===== src/rtl/tmds_deser_1to10.sv =====
// Single-lane 1:10 DDR deserializer: rebuilds 10-bit words from IDDR bit pairs,
// aligns on a comma token and reports lock.
module tmds_deser_1to10 #(
    parameter logic [9:0]  COMMA        = 10'b1101010100,
    parameter int unsigned LOCK_COUNT   = 4,
    parameter int unsigned LOSS_TIMEOUT = 1024
) (
    input  logic       clkx5,
    input  logic       rst_n,
    input  logic       din_rise,
    input  logic       din_fall,
    output logic [9:0] dataout,
    output logic       dataout_valid,
    output logic       locked,
    output logic [3:0] align_offset
);

    localparam logic [1:0]  StSearch    = 2'd0;
    localparam logic [1:0]  StVerify    = 2'd1;
    localparam logic [1:0]  StLocked    = 2'd2;
    localparam logic [3:0]  LockCnt     = 4'(LOCK_COUNT);
    localparam logic [15:0] TimeoutLast = 16'(LOSS_TIMEOUT - 1);

    // Windows reach back at most 19 bits, so older history is never kept.
    logic [16:0] hist_q;
    logic [18:0] hist_next;
    logic [2:0]  cnt5_q, cnt5_d;
    logic        word_edge;

    logic [9:0]  win_word [10];
    logic [9:0]  cur_word;
    logic        cur_comma;
    logic        any_comma;
    logic [3:0]  first_off;

    logic [1:0]  state_q, state_d;
    logic [3:0]  match_q, match_d;
    logic [15:0] timeout_q, timeout_d;
    logic [9:0]  dataout_q, dataout_d;
    logic        valid_q, valid_d;
    logic        locked_q, locked_d;
    logic [3:0]  offset_q, offset_d;

    assign hist_next = {hist_q, din_rise, din_fall};
    assign word_edge = (cnt5_q == 3'd4);

    // Serial order per pair is odd bit then even bit, so swap within each pair.
    always_comb begin
        for (int o = 0; o < 10; o++) begin
            for (int i = 0; i < 10; i++) begin
                if (i % 2 == 1) begin
                    win_word[o][i] = hist_next[10 + o - i];
                end else begin
                    win_word[o][i] = hist_next[8 + o - i];
                end
            end
        end
    end

    always_comb begin
        any_comma = 1'b0;
        first_off = 4'd0;
        for (int o = 9; o >= 0; o--) begin
            if (win_word[o] == COMMA) begin
                any_comma = 1'b1;
                first_off = 4'(o);
            end
        end
        cur_word = 10'd0;
        for (int o = 0; o < 10; o++) begin
            if (offset_q == 4'(o)) begin
                cur_word = win_word[o];
            end
        end
        cur_comma = (cur_word == COMMA);
    end

    always_comb begin
        cnt5_d    = word_edge ? 3'd0 : cnt5_q + 3'd1;
        state_d   = state_q;
        match_d   = match_q;
        timeout_d = timeout_q;
        dataout_d = dataout_q;
        locked_d  = locked_q;
        offset_d  = offset_q;
        valid_d   = 1'b0;
        if (word_edge) begin
            dataout_d = cur_word;
            case (state_q)
                StSearch: begin
                    if (any_comma) begin
                        offset_d = first_off;
                        match_d  = 4'd1;
                        if (LockCnt == 4'd1) begin
                            state_d   = StLocked;
                            locked_d  = 1'b1;
                            timeout_d = 16'd0;
                        end else begin
                            state_d = StVerify;
                        end
                    end
                end
                StVerify: begin
                    if (cur_comma) begin
                        match_d = match_q + 4'd1;
                        if (match_q + 4'd1 == LockCnt) begin
                            state_d   = StLocked;
                            locked_d  = 1'b1;
                            timeout_d = 16'd0;
                        end
                    end else begin
                        state_d = StSearch;
                        match_d = 4'd0;
                    end
                end
                StLocked: begin
                    if (cur_comma) begin
                        timeout_d = 16'd0;
                    end else if (timeout_q == TimeoutLast) begin
                        state_d   = StSearch;
                        locked_d  = 1'b0;
                        match_d   = 4'd0;
                        timeout_d = 16'd0;
                    end else begin
                        timeout_d = timeout_q + 16'd1;
                    end
                end
                default: begin
                    state_d  = StSearch;
                    locked_d = 1'b0;
                    match_d  = 4'd0;
                end
            endcase
            valid_d = locked_d;
        end
    end

    always_ff @(posedge clkx5 or negedge rst_n) begin
        if (!rst_n) begin
            hist_q    <= '0;
            cnt5_q    <= '0;
            state_q   <= StSearch;
            match_q   <= '0;
            timeout_q <= '0;
            dataout_q <= '0;
            valid_q   <= 1'b0;
            locked_q  <= 1'b0;
            offset_q  <= '0;
        end else begin
            hist_q    <= hist_next[16:0];
            cnt5_q    <= cnt5_d;
            state_q   <= state_d;
            match_q   <= match_d;
            timeout_q <= timeout_d;
            dataout_q <= dataout_d;
            valid_q   <= valid_d;
            locked_q  <= locked_d;
            offset_q  <= offset_d;
        end
    end

    assign dataout       = dataout_q;
    assign dataout_valid = valid_q;
    assign locked        = locked_q;
    assign align_offset  = offset_q;

endmodule


===== config.mk =====
export PLATFORM = sky130hd
export DESIGN_NAME = tmds_deser_1to10
export DESIGN_NICKNAME = d
export VERILOG_FILES = /design/src/rtl/tmds_deser_1to10.sv
export SDC_FILE = /design/constraint.sdc
export NUM_CORES = 1
export LEC_CHECK = 0
export CAP_MARGIN = 10
export CORE_MARGIN = 4
export CORE_UTILIZATION = 40
export CTS_BUF_LIST = sky130_fd_sc_hd__clkbuf_2
export DETAILED_ROUTE_END_ITERATION = 10
export SYNTH_ARGS = -nofsm -noshare
export SYNTH_HDL_FRONTEND = slang
export SYNTH_SLANG_ARGS = --single-unit

===== constraint.sdc =====
create_clock -name clkx5 -period 4.7 [get_ports clkx5]
set_input_delay 0.47 -clock clkx5 [delete_from_list [all_inputs] [get_ports clkx5]]
set_output_delay 0.47 -clock clkx5 [all_outputs]
set_load 0.05 [all_outputs]

==> flow_metrics.env <==
export IMPL_status="complete, no violations"
export IMPL_route_vias_total=3704
export IMPL_cts_buffers=9
export IMPL_setup_viol=0
export IMPL_min_period_over_period=0.755
export IMPL_worstMarginPinSlew_ns=0.824
export IMPL_core_area_um2=9770
export IMPL_critPathRequiredTime_ns=5.10
export IMPL_final_cell_mix="dfrtp_1 (58), nand2_1 (53), nor2_1 (33)"
export IMPL_gp_congestion=0.935
export IMPL_grt_max_degree=59
export IMPL_fmax_ghz=0.282
export IMPL_h_tree_depth=3
export IMPL_endpoint_kind="flop"
export IMPL_ioPinCount=20
export IMPL_layout_commonest_cell="dfrtp_1"
export IMPL_postCtsSetupRepairBufs=0
export IMPL_antenna_found_initial=0
export IMPL_async_flop_share=1.00
export IMPL_synth_edf_count=0
export IMPL_cts_resized=0
export IMPL_syn_inst=466
export IMPL_finalSetupTns_ns=0
export IMPL_grt_ovfl_total=0
export IMPL_start_util=0.410
export IMPL_drc=0
export IMPL_fp_row_count=36
export IMPL_vdd_drop_max_uv=117
export IMPL_ys_types=73
export IMPL_netSwitchingFraction=0.344
export IMPL_grt_usage=0.199
export IMPL_cts_tree="built"
export IMPL_fin_skew_ns=0.0236
export IMPL_nNetsFinal=477
export IMPL_antennaDiodeCount=0
export IMPL_cts_sinks=58
export IMPL_maxCapViolations=0
export IMPL_ys_flop_type="dfrtp_1"
export IMPL_clkPwrFrac=0.281
export IMPL_synth_area_um2=4010
export IMPL_ys_ff_latch=58
export IMPL_crit_arrival_ns=3.95
export IMPL_slew_viol_final=0
export IMPL_switchingPower_mw=0.381
export IMPL_rsz0062_at_grt="false"
export IMPL_clkTransAtPathRegs_ns=0.18
export IMPL_slew_headroom=0.446
export IMPL_yosys_warnings=0
export IMPL_seqPwrFrac=0.505
export IMPL_grt_pass1_wl_um=18400
export IMPL_p_per_area_nw_per_um2=255
export IMPL_power_frac_comb=0.214
export IMPL_syn_to_final_growth_pct=8.52
export IMPL_die_h_um=108
export IMPL_cp_start_kind="flop"
export IMPL_die_area_um2=11700
export IMPL_r2r_slack_ns=1.15
export IMPL_ys_seq_area_frac=0.362
export IMPL_routedWlPerCell_um=17.9
export IMPL_dr_first_iter_drc_count=369
export IMPL_criticalPathCategory="reg2reg"
export IMPL_syn_avg_cell_area_um2=8.61
export IMPL_cts_buffer_depth=2
export IMPL_root_buffer="clkbuf_2"
export IMPL_report_final_hold_viol_count=0
export IMPL_grt_pass1_vias=3548
export IMPL_layout_drive_gt1_share=0.0803
export IMPL_clkLatencyLatePin_ns=0.50
export IMPL_wirelength_um=10900
export IMPL_power_leakage_nw=1.80
export IMPL_hpwl_um=7400
export IMPL_period_needed_ns=3.55
export IMPL_finalPower_mw=1.11
export IMPL_die_width_um=108
export IMPL_hp_class="in2async"
export IMPL_routed_via_density=6.11
export IMPL_syn_num_nets=475
export IMPL_io_buffers=19
export IMPL_nFillCells=990
export IMPL_cts_hold_buf=0
export IMPL_fin_util=0.445
export IMPL_crit_path_max_fanout=24
export IMPL_firstDrtPassIters=7
export IMPL_ant_nets=0
export IMPL_intPower_mw=0.728
## layout make-up
class	count	area, µm²	area share
sequential	58	1450	0.333
multi-input combinational	361	2340	0.538
inverter	11	41.3	0.00949
tap	133	166	0.0382
clock buffer	9	45.0	0.0103
clock inverter	7	60.1	0.0138
timing repair buffer	27	245	0.0563
## final timing paths
path / from / to / cells past startpoint
setup / recovery: align_offset[2] / timeout_q[6] / 9
setup reg to reg: align_offset[2] / timeout_q[6] / 9
hold / removal: rst_n / timeout_q[5] / 2
hold reg to reg: cnt5_q[0] / cnt5_q[0] / 1
max in group asynchronous: rst_n / dataout[5] / 2
min in group clkx5: din_fall / hist_q[0] / 1
## power groups by stage
stage / clock network (mW) / logic, mW / registers [mW]
after floorplan: 0 / 0.124 / 0.601
after global placement: 0 / 0.238 / 0.570
after detailed placement: 0 / 0.236 / 0.569
after CTS: 0.321 / 0.237 / 0.559
after global routing: 0.342 / 0.257 / 0.565
final: 0.311 / 0.238 / 0.560
## state kept, by name, indices dropped and copies added (netlist names)
name / cells
align_offset: 4
dataout: 10
dataout_valid: 1
hist_q: 17
timeout_q: 16
match_q: 4
locked: 1
cnt5_q: 3
state_q: 2
## critical path: stages, from the launching register on
cell      delay (ns)
dfrtp_1         0.81
nand2b_1        0.37
a31o_1          0.29
a21oi_2         0.17
nor2_1          0.08
nor4_1          0.27
nand4_1         0.15
buf_4           0.21
o41a_1          0.67
a221o_1         0.43
## cell families after synthesis
| logic type | synth area share |
|---|---|
| and+or+nand+nor | 0.272 |
| AOI/OAI and AO/OA | 0.231 |
| DFF | 0.362 |
| buffers and inverters | 0.0540 |
| muxes | 0.0614 |
| adders and majority gates | 0.0156 |
| xor gates and xnor gates | 0.00437 |
## metrics by stage
stage	hold slack (ns)	cell area [µm²]	std cells	worst slack [ns]
finish	0.0880	4350	606	1.15
global route	0.140	4350	606	0.843
CTS	0.104	4350	606	1.14
detailed placement	0.439	4250	590	1.15
global placement	0.435	4250	590	1.16
floorplan	0.174	4010	466	1.50
## routing by layer
metal	track usage	share of wire	vias to the layer above	routed length, µm
li1	-	-	1743	-
met1	0.267	0.44	1782	4740
met3	0.0394	0.062	27	672
met5	0	0	-	0
met4	0.0640	0.021	0	224
met2	0.323	0.48	152	5220
## cells in the mapped netlist (7+ instances only)
| cell | instances | area, µm² |
|---|---|---|
| nand2_1 | 53 | 199 |
| or3_1 | 10 | 62.6 |
| inv_1 | 11 | 41.3 |
| nand4_1 | 7 | 43.8 |
| nand2b_1 | 11 | 68.8 |
| buf_2 | 11 | 55.1 |
| clkbuf_1 | 19 | 71.3 |
| a21oi_1 | 27 | 135 |
| dfrtp_1 | 58 | 1450 |
| a21o_1 | 15 | 113 |
| nand3_1 | 12 | 60.1 |
| mux2i_1 | 10 | 100 |
| nor3b_1 | 8 | 60.1 |
| nor2_1 | 33 | 124 |
| o21ai_0 | 19 | 95.1 |
| o22ai_1 | 9 | 56.3 |
| nor2b_1 | 15 | 93.8 |
| and3_1 | 8 | 50.1 |
Note: power is estimated with default switching activity, not from simulation.
